==> src/rtl/neighbor_counter.sv <==
// Minesweeper-style adjacent-mine counter for a fixed 5x5 board.
// Latches a mine snapshot, then writes one cell count per falling edge.

module neighbor_cell #(
    parameter int ROW = 0,
    parameter int COL = 0
) (
    input  logic [24:0] snap,
    output logic [3:0]  cnt
);
    // Neighbour set is fixed per cell, so build it at elaboration time.
    function automatic logic [24:0] nbr_mask(input int r, input int c);
        logic [24:0] m;
        m = '0;
        for (int dr = -1; dr <= 1; dr++) begin
            for (int dc = -1; dc <= 1; dc++) begin
                if (!(dr == 0 && dc == 0) && (r + dr) >= 0 && (r + dr) < 5 &&
                    (c + dc) >= 0 && (c + dc) < 5)
                    m[(r + dr) * 5 + (c + dc)] = 1'b1;
            end
        end
        return m;
    endfunction

    localparam logic [24:0] MASK = nbr_mask(ROW, COL);

    logic [24:0] hits;
    assign hits = snap & MASK;

    always_comb begin
        cnt = '0;
        for (int i = 0; i < 25; i++)
            cnt = cnt + {3'b000, hits[i]};
    end
endmodule

module neighbor_counter (
    input  logic        clka,
    input  logic        restart,
    input  logic        place_done,
    input  logic [24:0] mines,
    input  logic [4:0]  rd_index,
    output logic        busy,
    output logic        count_done,
    output logic        counts_valid,
    output logic [3:0]  cell_count,
    output logic        rd_is_mine
);
    localparam int NUM_CELLS = 25;

    typedef enum logic [1:0] {IDLE, SCAN, DONE} state_t;

    state_t      state, state_nx;
    logic [24:0] snap;
    logic [4:0]  scan_idx;
    logic [3:0]  counts [NUM_CELLS];
    logic [NUM_CELLS-1:0][3:0] cell_cnt;
    logic        start, last;

    genvar g;
    generate
        for (g = 0; g < NUM_CELLS; g++) begin : g_cell
            neighbor_cell #(.ROW(g / 5), .COL(g % 5)) u_cell (
                .snap (snap),
                .cnt  (cell_cnt[g])
            );
        end
    endgenerate

    always_comb begin
        state_nx = state;
        start    = 1'b0;
        last     = 1'b0;
        case (state)
            IDLE, DONE: begin
                if (place_done) begin
                    start    = 1'b1;
                    state_nx = SCAN;
                end
            end
            SCAN: begin
                if (scan_idx == 5'd24) begin
                    last     = 1'b1;
                    state_nx = DONE;
                end
            end
            default: state_nx = IDLE;
        endcase
    end

    // Read port samples pre-edge contents, so an unscanned cell reads 0.
    always_ff @(negedge clka) begin
        if (restart) begin
            state        <= IDLE;
            snap         <= '0;
            scan_idx     <= '0;
            count_done   <= 1'b0;
            counts_valid <= 1'b0;
            cell_count   <= '0;
            rd_is_mine   <= 1'b0;
            for (int i = 0; i < NUM_CELLS; i++)
                counts[i] <= '0;
        end else begin
            state      <= state_nx;
            count_done <= last;
            if (rd_index < 5'd25) begin
                cell_count <= counts[rd_index];
                rd_is_mine <= snap[rd_index];
            end else begin
                cell_count <= '0;
                rd_is_mine <= 1'b0;
            end
            if (start) begin
                snap         <= mines;
                scan_idx     <= '0;
                counts_valid <= 1'b0;
                for (int i = 0; i < NUM_CELLS; i++)
                    counts[i] <= '0;
            end else if (state == SCAN) begin
                counts[scan_idx] <= cell_cnt[scan_idx];
                scan_idx         <= scan_idx + 5'd1;
                if (last)
                    counts_valid <= 1'b1;
            end
        end
    end

    assign busy = (state == SCAN);
endmodule

==> config.mk <==
export PLATFORM = sky130hd
export DESIGN_NAME = neighbor_counter
export DESIGN_NICKNAME = d
export VERILOG_FILES = /design/src/rtl/neighbor_counter.sv
export SDC_FILE = /design/constraint.sdc
export NUM_CORES = 1
export LEC_CHECK = 0
export ABC_AREA = 0
export CAP_MARGIN = 20
export CORE_UTILIZATION = 40
export DETAILED_ROUTE_END_ITERATION = 7
export DONT_BUFFER_PORTS = 1
export PLACE_DENSITY_LB_ADDON = 0.05
export SLEW_MARGIN = 20
export SYNTH_ARGS = -nofsm -noshare
export SYNTH_HDL_FRONTEND = slang
export SYNTH_SLANG_ARGS = --single-unit
==> constraint.sdc <==
create_clock -name clka -period 10.25 [get_ports clka]
set_clock_uncertainty 0.15 [all_clocks]
set_input_delay 1.025 -clock clka [delete_from_list [all_inputs] [get_ports clka]]
set_output_delay 1.025 -clock clka [all_outputs]
set_load 0.02 [all_outputs]
==> results.yml <==
synthesis:
  synth.avg_cell_area_sq_um: 11.5
  syn_area_sq_um: 10500
  synth_cell_types: 59
  yosysSeqAreaShare: 0.440
  synth_edf_count: 128
  ys_async_sr_fraction: 0
  syn_inst: 912
  synth-seq-cells: 167
  yosys_most_used_dff: "edfxtp_1"
  yosysWarnings: 0
clock_network:
  cts_tree: "yes"
  holdBufCountCts: 0
  cts.clk_slew.worst_paths_ps: 30
  cts_buffer_depth: 2
  cts-root-buf: "clkbuf_16"
  cts_resized: 0
  h-tree-depth: 4
  cts_buffers: 17
  worstSkewPairLatency_ps: 470
  cts.sinks: 167
  postCtsSetupBuffers: 0
timing:
  finalMaxSlewViolations: 0
  tightest_slew_ps: 1030
  fin_tns_setup_ps: 0
  grt_setup_unrepaired: "no"
  finalSetupViolCount: 0
  hold_violations: 0
  relSlewSlack: 0.316
layout:
  layout_common_cells: "inv_1, edfxtp_1, nand2_1"
  antenna_cells: 0
  area_growth_pct: 14.2
  mostFrequentLayoutCell: "inv_1"
  fillCellCount: 2355
  final_area_sq_um: 12000
  drive_gt1_frac: 0.0790
  finalNetCount: 1217
  fin_util: 0.471
drt:
  num_vias: 7534
  post-route-drc-count: 0
  drt_iter0_markers: 548
  vias_per_cell: 5.36
  first_pass_iters: 5
  final_antenna_net_count: 0
  routedWlPerCell_microns: 20.7
  routed_wl_microns: 29100
min_path:
  hold_path_class: "reg -> reg"
global_routing:
  grt.total_usage: 0.234
  grt_max_degree: 52
  grt_pass1_vias: 8380
  grt_overflow: 0
  grt_pass1_wl_microns: 45500
  antenna_found_initial: 0
floorplan:
  core_area_sq_um: 25500
  die_h_microns: 164
  die-area_sq_um: 26900
  initial_core_util: 0.413
  ioPinCount: 41
  rows: 58
  die_w_microns: 164
place:
  place.gp.congestion: 0.861
  place_area_sq_um: 10700
  dp_hpwl_microns: 20600
  io_buffers: 0
status:
  outcome: "finished, final reports clean"
critical_path:
  critPathMaxFanout: 7
  startpoint_type: "register"
  critPathKind: "reg -> out"
  critPathRequiredTime_ps: 9080
  crit_path_end_kind: "primary output"
  crit_arrival_ps: 6650
job:
  maxCapViolations: 0
pwr:
  irDropWorstVdd_mv: 0.110
  power_per_cell_area_nw_per_um2: 166
  p_leak_nw: 5.30
cell usage after synthesis (6+ instances only):
master,n,area share
edfxtp_1,128,0.37
nand3_1,16,0.0076
xor2_1,8,0.0067
ha_1,57,0.068
a22oi_1,8,0.0057
o21ai_0,35,0.017
o211ai_1,6,0.0043
nor2_1,81,0.029
a31oi_1,20,0.012
inv_1,102,0.036
buf_6,9,0.0096
fa_1,64,0.12
nand2_1,100,0.036
nor2b_1,12,0.0071
dfxtp_1,39,0.074
mux2i_1,53,0.050
buf_2,15,0.0071
clkbuf_1,22,0.0079
mux4_2,29,0.062
a21oi_1,40,0.019
layout make-up:
class                   count  area (sq um)  area share
flip-flops and latches    167          4620       0.386
multi-input cells         596          5260       0.438
clock buffers              17           425      0.0355
clock inverters           182           820      0.0683
repair buffers              8          60.1     0.00501
well taps                 330           413      0.0344
inverters                 106           398      0.0332
final timing paths:
check | start | end | slack [ps] | depth (start not counted)
min | state[1] | state[1] | 340 | 2
max | state[0] | busy | 2420 | 2
max reg2reg | snap[6] | counts[31][0] | 5470 | 10
min reg2reg | state[1] | state[1] | 340 | 2
kinds of logic after synthesis:
group                    count (synthesis)  share of synthesized area
buffers and inverters                  158                     0.0654
flip-flops                             167                      0.440
multiplexers                            88                      0.122
adder cells (fa/ha/maj)                121                      0.190
XOR/XNOR                                12                     0.0100
other                                    1                   0.000357
AO/OA/AOI/OAI                          132                     0.0762
AND/OR/NAND/NOR                        233                     0.0962
critical path, stage by stage, from the launching register on:
cell,delay [ps]
dfxtp_1,300
inv_1,90
nor2_1,680
registers in the layout, summed over array words and instances (netlist names):
name          count
cell_count        4
count_done        1
counts          128
counts_valid      1
rd_is_mine        1
scan_idx          5
snap             25
state             2
power by group:
part / leakage [nW] / total, W / internal, W / switching, W
clock: 1.19 / 0.000911 / 0.000420 / 0.000490
sequential: 1.66 / 0.000799 / 0.000771 / 0.0000279
combinational: 2.45 / 0.000286 / 0.000117 / 0.000169
through the flow:
stage          total power (W)  setup WS (ps)  hold slack (ps)  instances
2_1_floorplan          0.00111           2380              318        921
3_5_place_dp           0.00119           2220              340       1208
5_1_grt                0.00214           2330              379       1406
3_3_place_gp           0.00119           2250              333       1208
6_report               0.00200           2420              341       1406
4_1_cts                0.00203           2400              344       1406
per-layer routing:
layer | vias to the layer above | global-route usage | wire (microns)
li1 | 3478 | - | -
met1 | 3749 | 0.268 | 11400
met2 | 255 | 0.396 | 15000
met3 | 52 | 0.0646 | 1680
met4 | 0 | 0.128 | 912
met5 | - | 0 | 0
Power figures use the tool's default switching activity.
